File: src/rtl/dz_count_ctrl.sv
// Countdown sequencer and row-scan generator for the 8x8 bicolor dot-matrix display.
// Drives the digit code, run/done/blink status and the row multiplex index/strobe.
module dz_count_ctrl #(
  parameter int unsigned TICK_DIV  = 50000000,
  parameter int unsigned SCAN_DIV  = 50000,
  parameter int unsigned START_VAL = 5
) (
  input  logic       clk,
  input  logic       rst,
  input  logic       start,
  input  logic       pause,
  input  logic       clr,
  output logic [2:0] num,
  output logic       running,
  output logic       done,
  output logic       blink,
  output logic [2:0] scan_row,
  output logic       scan_en
);

  localparam int unsigned TW = $clog2(TICK_DIV);
  localparam int unsigned SW = $clog2(SCAN_DIV);
  localparam logic [TW-1:0] TICK_LAST = TW'(TICK_DIV - 1);
  localparam logic [SW-1:0] SCAN_LAST = SW'(SCAN_DIV - 1);
  localparam logic [2:0]    START_NUM = 3'(START_VAL);

  typedef enum logic [1:0] {
    IDLE,
    COUNT,
    PAUSED,
    DONE
  } state_t;

  state_t        state;
  logic [TW-1:0] tick_cnt;
  logic [SW-1:0] scan_cnt;

  // Priority clr > start > pause is encoded by the if/else order below.
  always_ff @(posedge clk or posedge rst) begin
    if (rst) begin
      state    <= IDLE;
      num      <= START_NUM;
      tick_cnt <= '0;
      running  <= 1'b0;
      done     <= 1'b0;
      blink    <= 1'b0;
    end else if (clr) begin
      state    <= IDLE;
      num      <= START_NUM;
      tick_cnt <= '0;
      running  <= 1'b0;
      done     <= 1'b0;
      blink    <= 1'b0;
    end else begin
      case (state)
        IDLE: begin
          num      <= START_NUM;
          tick_cnt <= '0;
          if (start) begin
            state   <= COUNT;
            running <= 1'b1;
          end
        end
        COUNT: begin
          if (start) begin
            num      <= START_NUM;
            tick_cnt <= '0;
          end else if (pause) begin
            state <= PAUSED;
          end else if (tick_cnt == TICK_LAST) begin
            tick_cnt <= '0;
            num      <= num - 3'd1;
            if (num == 3'd1) begin
              state   <= DONE;
              running <= 1'b0;
              done    <= 1'b1;
              blink   <= 1'b0;
            end
          end else begin
            tick_cnt <= tick_cnt + 1'b1;
          end
        end
        PAUSED: begin
          // The release cycle is spent here, so the held tick_cnt resumes unchanged.
          if (start) begin
            state    <= COUNT;
            num      <= START_NUM;
            tick_cnt <= '0;
          end else if (!pause) begin
            state <= COUNT;
          end
        end
        DONE: begin
          if (start) begin
            state    <= COUNT;
            num      <= START_NUM;
            tick_cnt <= '0;
            blink    <= 1'b0;
            done     <= 1'b0;
            running  <= 1'b1;
          end else if (tick_cnt == TICK_LAST) begin
            tick_cnt <= '0;
            blink    <= ~blink;
          end else begin
            tick_cnt <= tick_cnt + 1'b1;
          end
        end
        default: begin
          state    <= IDLE;
          num      <= START_NUM;
          tick_cnt <= '0;
          running  <= 1'b0;
          done     <= 1'b0;
          blink    <= 1'b0;
        end
      endcase
    end
  end

  // Row scan is free-running and independent of the countdown state.
  always_ff @(posedge clk or posedge rst) begin
    if (rst) begin
      scan_cnt <= '0;
      scan_row <= '0;
      scan_en  <= 1'b0;
    end else if (scan_cnt == SCAN_LAST) begin
      scan_cnt <= '0;
      scan_row <= scan_row + 3'd1;
      scan_en  <= 1'b1;
    end else begin
      scan_cnt <= scan_cnt + 1'b1;
      scan_en  <= 1'b0;
    end
  end

endmodule
File: config.mk
export PLATFORM = sky130hd
export DESIGN_NAME = dz_count_ctrl
export DESIGN_NICKNAME = d
export VERILOG_FILES = /design/src/rtl/dz_count_ctrl.sv
export SDC_FILE = /design/constraint.sdc
export NUM_CORES = 1
export LEC_CHECK = 0
export ABC_CLOCK_PERIOD_IN_PS = 2800
export BUFFER_PORTS_ARGS = -buffer_cell sky130_fd_sc_hd__buf_4
export CORE_ASPECT_RATIO = 1.1
export CORE_MARGIN = 4
export CORE_UTILIZATION = 61
export DETAILED_ROUTE_END_ITERATION = 12
export PLACE_DENSITY = 0.79
export RECOVER_POWER = 50
export SETUP_SLACK_MARGIN = 0.1
export SLEW_MARGIN = 0
export SYNTH_ARGS = -nofsm -noshare
export SYNTH_HDL_FRONTEND = slang
export SYNTH_SLANG_ARGS = --single-unit
File: constraint.sdc
create_clock -name clk -period 2.8 [get_ports clk]
set_input_delay 0.56 -clock clk [delete_from_list [all_inputs] [get_ports clk]]
set_output_delay 0.56 -clock clk [all_outputs]
set_load 0.02 [all_outputs]
==> reports/qor.yml, run 1 <==
syn_nets: 339
die_w_um: 74.8
synth_warnings: 0
criticalPathCategory: "reg -> reg"
grtUsageTotal: 0.244
grt_pass1_vias: 2482
setup_ws_ns: 0.257
hold_buffers: 0
min_period_over_period: 0.908
endpoint_kind: "flop"
hold_viol_final: 0
tns_ns: 0
synth_top_area_cell: "dfrtp_1"
port_buffers: 14
nets: 362
yosysSeqAreaShare: 0.452
min_period_ns: 2.54
grt_pass1_wl_um: 11400
synth_edf_count: 0
r2r_slack_ns: 0.26
drive_gt1_frac: 0.120
async_flop_share: 1.00
synthCells: 326
layout_common_cells: "dfrtp_1, nor2_1, buf_4, nand3_1, xor2_1"
start_kind: "flop"
wire_per_inst_um: 16.2
synth_area_leaders: "dfrtp_1, xor2_1, nor2_1, nand3_1, ha_1"
max_slew_margin: 0.381
timing.rr.end: "tick_cnt[16]"
max_freq_mhz: 393
numCtsBuffers: 5
syn_to_final_growth_pct: 10.8
power_density_nw_per_um2: 433
antenna_cells: 0
path_clk_slew_ns: 0.10
dp_hpwl_um: 4750
slew_viol_final: 0
grt.overflow.total: 0
ant_nets: 0
whs_ns: 0.316
cts_tree: "done"
vias: 2514
ctsResizeCount: 0
post-place-ws_ns: 0.289
grt_antenna_before_repair: 0
power_leakage_uw: 0.00146
min_path_type: "in -> async"
ys_ff_latch: 54
ir_drop_mv: 0.440
max_cap_viol_count: 0
fin_util: 0.709
start_util: 0.639
die_h_um: 81.5
clk-insertion-delay-late_ns: 0.32
ios: 15
fin_cells: 406
grt_max_degree: 39
status: "finished, final reports clean"
synth_area_um2: 3000
dr.pass1.iters: 4
crit_required_ns: 3.00
globalplace.congestion: 0.893
crit_arrival_ns: 2.74
timing.rr.start: "tick_cnt[16]"
finalSetupViolCount: 0
rows: 26
tightest_slew_ns: 0.928
final_common_cell: "dfrtp_1"
crit_fanout: 14
wirelength_um: 6570
clock_sinks: 54
drc: 0
avgViaCountPerCell: 6.19
root_buffer: "clkbuf_8"
rsz0062_at_grt: "false"
fillers: 387
ys.flop_type: "dfrtp_1"
dieArea_um2: 6100
initialDrtViolationCount: 173
fin_skew_ns: 0.00570
yosysTopAreaCellShare: 0.434
reg2regPathDepth: 5
synth_cell_types: 50
core-area_um2: 4680
cts_max_level: 2
dp_cells: 398
syn_area_per_cell_um2: 9.19
cts_buffer_depth: 2
post_cts_buffers: 0
## per-stage QoR
stage	instance area (um2)	total power (uW)
after CTS	3320	1450
after floorplan	3000	884
final	3320	1440
after global placement	3210	916
after global routing	3320	1490
after detailed placement	3210	918
## synthesized netlist by cell type, types with 3 or more instances
| master | number |
|---|---|
| nand2_1 | 20 |
| nor2_1 | 46 |
| o21ai_0 | 15 |
| a21oi_1 | 16 |
| mux2i_1 | 3 |
| ha_1 | 8 |
| nand3_1 | 21 |
| nor4_1 | 9 |
| and4_1 | 5 |
| dfrtp_1 | 52 |
| inv_1 | 14 |
| xnor2_1 | 7 |
| clkbuf_1 | 6 |
| xor2_1 | 21 |
| nand4_1 | 16 |
| or4_1 | 4 |
| and3_1 | 5 |
| nor3_1 | 14 |
## worst max-delay path, cell delays in order (launching register included)
cell	delay [ns]
dfrtp_1	0.45
or4_1	0.52
or4_1	0.43
or4_1	0.55
a21oi_4	0.36
nor2_1	0.10
## layout make-up
| cell class | count | area, um2 | share of cell area |
|---|---|---|---|
| multi-input cells | 249 | 1550 | 0.466 |
| flip-flops and latches | 54 | 1350 | 0.408 |
| repair buffers | 25 | 185 | 0.0558 |
| well taps | 56 | 70.1 | 0.0211 |
| clock buffers | 5 | 68.8 | 0.0207 |
| inverters | 14 | 52.6 | 0.0158 |
| clock inverters | 3 | 43.8 | 0.0132 |
## flip-flops by register name, indices dropped and copies added (netlist names)
signal    flops
running       1
tick_cnt     26
scan_cnt     16
blink         1
num           3
done          1
scan_en       1
state         2
scan_row      3
## routing by layer
layer / routed length [um] / track usage / vias to the layer above
met5: 0 / 0 / -
met4: 112 / 0.103 / 0
met3: 236 / 0.0428 / 11
met2: 3360 / 0.414 / 60
met1: 2860 / 0.305 / 1216
li1: - / - / 1227
## logic make-up (layout without fill, tap and decap cells)
| group | Yosys count | count (layout) | synth area share |
|---|---|---|---|
| mux | 4 | 4 | 0.0138 |
| fa+ha+maj | 8 | 8 | 0.0334 |
| compound gates | 54 | 54 | 0.119 |
| flops | 54 | 54 | 0.452 |
| simple gates | 155 | 155 | 0.267 |
| buf+inv | 23 | 47 | 0.0322 |
| xor+xnor | 28 | 28 | 0.0819 |
## worst max path at each step
stage,from,end,slack (ns),cells past startpoint
floorplan,tick_cnt[16],tick_cnt[12],0.40,7
global placement,tick_cnt[16],tick_cnt[21],0.33,5
detailed placement,tick_cnt[16],tick_cnt[16],0.29,5
CTS,tick_cnt[16],tick_cnt[10],0.24,5
global route,tick_cnt[16],tick_cnt[16],0.15,5
finish,tick_cnt[16],tick_cnt[16],0.26,5
## where the power goes
part / total [uW] / switching (uW) / internal, uW
logic: 109 / 74.8 / 33.9
clock network: 535 / 267 / 268
registers: 794 / 8.24 / 786
Power figures use the tool's default switching activity.
==> run 2, diff against run 1 <==
==> constraint.sdc (replaced) <==
create_clock -name clk -period 2.8 [get_ports clk]
set_input_delay 0.28 -clock clk [delete_from_list [all_inputs] [get_ports clk]]
set_output_delay 0.28 -clock clk [all_outputs]
set_load 0.02 [all_outputs]
==> reports/qor.yml, run 2 (synthesized netlist as in run 1, its figures left out) <==
grt_pass1_vias: 2437  # -1.8%
cts_tree: "done"
clock_sinks: 54  # unchanged
power_leakage_uw: 0.00142  # -2.3%
criticalPathCategory: "reg -> reg"
power_density_nw_per_um2: 438  # +1.1%
largest_reg_flops: 26  # unchanged
numCtsBuffers: 5  # unchanged
max_cap_viol_count: 0  # unchanged
status: "finished, final reports clean"
grt_pass1_wl_um: 11100  # -2.0%
dr.pass1.iters: 4  # unchanged
port_buffers: 14  # unchanged
ctsResizeCount: 0  # unchanged
clk-insertion-delay-late_ns: 0.32  # about the same
grt_max_degree: 42  # +7.7%
rsz0062_at_grt: "false"
crit_required_ns: 2.99  # about the same
layout_common_cells: "dfrtp_1, nor2_1, nand3_1, xor2_1, nand2_1"
crit_fanout: 14  # unchanged
drc: 0  # unchanged
root_buffer: "clkbuf_8"
finalSetupViolCount: 0  # unchanged
drive_gt1_frac: 0.0912  # -0.0288
fin_cells: 407  # +0.25%
die_h_um: 81.5  # unchanged
path_clk_slew_ns: 0.10  # about the same
dieArea_um2: 6100  # unchanged
min_period_over_period: 0.910  # +0.00173
combPwrFrac: 0.074  # -0.002
largest-register: "tick_cnt"
seqPwrFrac: 0.548  # -0.004
crit_arrival_ns: 2.74  # about the same
intPower_uw: 1090  # +0.29%
ant_nets: 0  # unchanged
grt_antenna_before_repair: 0  # unchanged
slew_viol_final: 0  # unchanged
max_freq_mhz: 392  # -0.19%
syn_to_final_growth_pct: 10.3
antenna_cells: 0  # unchanged
globalplace.congestion: 0.910  # +2.0%
cts_max_level: 2  # unchanged
fin_skew_ns: 0.00973  # +0.00404 ns
min_path_type: "in -> reg"
switching_share: 0.246  # +0.00277
cts_buffer_depth: 2  # unchanged
min_period_ns: 2.55  # +0.00484 ns
final_common_cell: "dfrtp_1"
core-area_um2: 4680  # unchanged
die_w_um: 74.8  # unchanged
tightest_slew_ns: 0.985  # +0.0567 ns
clockPowerShare: 0.377  # +0.005
ios: 15  # unchanged
grt.overflow.total: 0  # unchanged
dp_hpwl_um: 4660  # -2.0%
initialDrtViolationCount: 205  # +18%
nets: 363  # +0.28%
avgViaCountPerCell: 6.19  # about the same
wire_per_inst_um: 15.6  # -3.5%
start_util: 0.639  # unchanged
rows: 26  # unchanged
p_sw_uw: 356  # +1.8%
start_kind: "flop"
dp_cells: 398  # unchanged
max_slew_margin: 0.344  # -0.0378
ir_drop_mv: 0.398  # -9.5%
vias: 2521  # +0.28%
wirelength_um: 6360  # -3.3%
endpoint_kind: "flop"
tns_ns: 0  # unchanged
grtUsageTotal: 0.240  # -0.00376
hold_viol_final: 0  # unchanged
reg_top3: "tick_cnt: 26 flops, scan_cnt: 16 flops"
-- run 2: cell count changes in the layout (fill, tap and decap cells not counted), moves of 2 or more --
| cell | change |
|---|---|
| dfstp_2 | -2 |
| clkbuf_1 | +8 |
| dfstp_1 | +2 |
| buf_4 | -8 |
-- run 2: worst paths after layout --
kind                              start            to  slack (ns)  cells past startpoint
min in group asynchronous           rst   scan_row[2]        0.54                      3
setup / recovery           tick_cnt[16]  tick_cnt[20]        0.25                      5
max in group asynchronous           rst   tick_cnt[6]        0.94                      4
hold / removal                      clr       running        0.17                      2
setup reg to reg           tick_cnt[16]  tick_cnt[20]        0.25                      5
hold reg to reg             scan_cnt[0]   scan_cnt[0]        0.47                      1
-- run 2: metal layers --
metal	track usage	wire length (um)	vias up	part of all wire
li1	-	-	1232	-
met1	0.304	2670	1202	0.42
met2	0.409	3240	69	0.51
met3	0.0465	303	18	0.048
met4	0.0854	144	0	0.023
met5	0	0	-	0
-- run 2: power groups by stage --
stage	clock network, uW	registers [uW]	logic, uW
2_1_floorplan	0	811	73.2
3_3_place_gp	0	808	109
3_5_place_dp	0	809	110
4_1_cts	559	794	111
5_1_grt	590	795	122
6_report	546	794	107
-- run 2: final cells by class --
class,count,area [um2]
Clock buffer,5,68.8
Clock inverter,3,48.8
Fill cell,385,1380
Inverter,14,52.6
Multi-Input combinational cell,249,1550
Sequential cell,54,1350
Tap cell,56,70.1
Timing Repair Buffer,26,165
-- run 2: stage by stage --
stage | hold slack (ns) | instance area, um2 | utilization | total power, uW | setup WS [ns]
finish | 0.172 | 3300 | 0.705 | 1450 | 0.252
global route | 0.188 | 3300 | 0.705 | 1510 | 0.131
CTS | 0.166 | 3340 | 0.712 | 1460 | 0.260
detailed placement | 0.239 | 3210 | 0.685 | 919 | 0.273
global placement | 0.237 | 3210 | 0.685 | 917 | 0.324
floorplan | 0.433 | 3000 | - | 884 | 0.402
-- run 2: repair_timing --
action                     in CTS  in global routing
hold buffers                    1                  0
setup endpoints to repair       0                  0
buffers inserted                0                  0
hold endpoints to repair       13                  0
-- run 2: critical path, cell delays in order (launching register included) --
cell and delay [ns]:
dfrtp_1 0.47, or4_1 0.51, or4_1 0.42, or4_1 0.55
a21oi_4 0.36, nor2_1 0.10
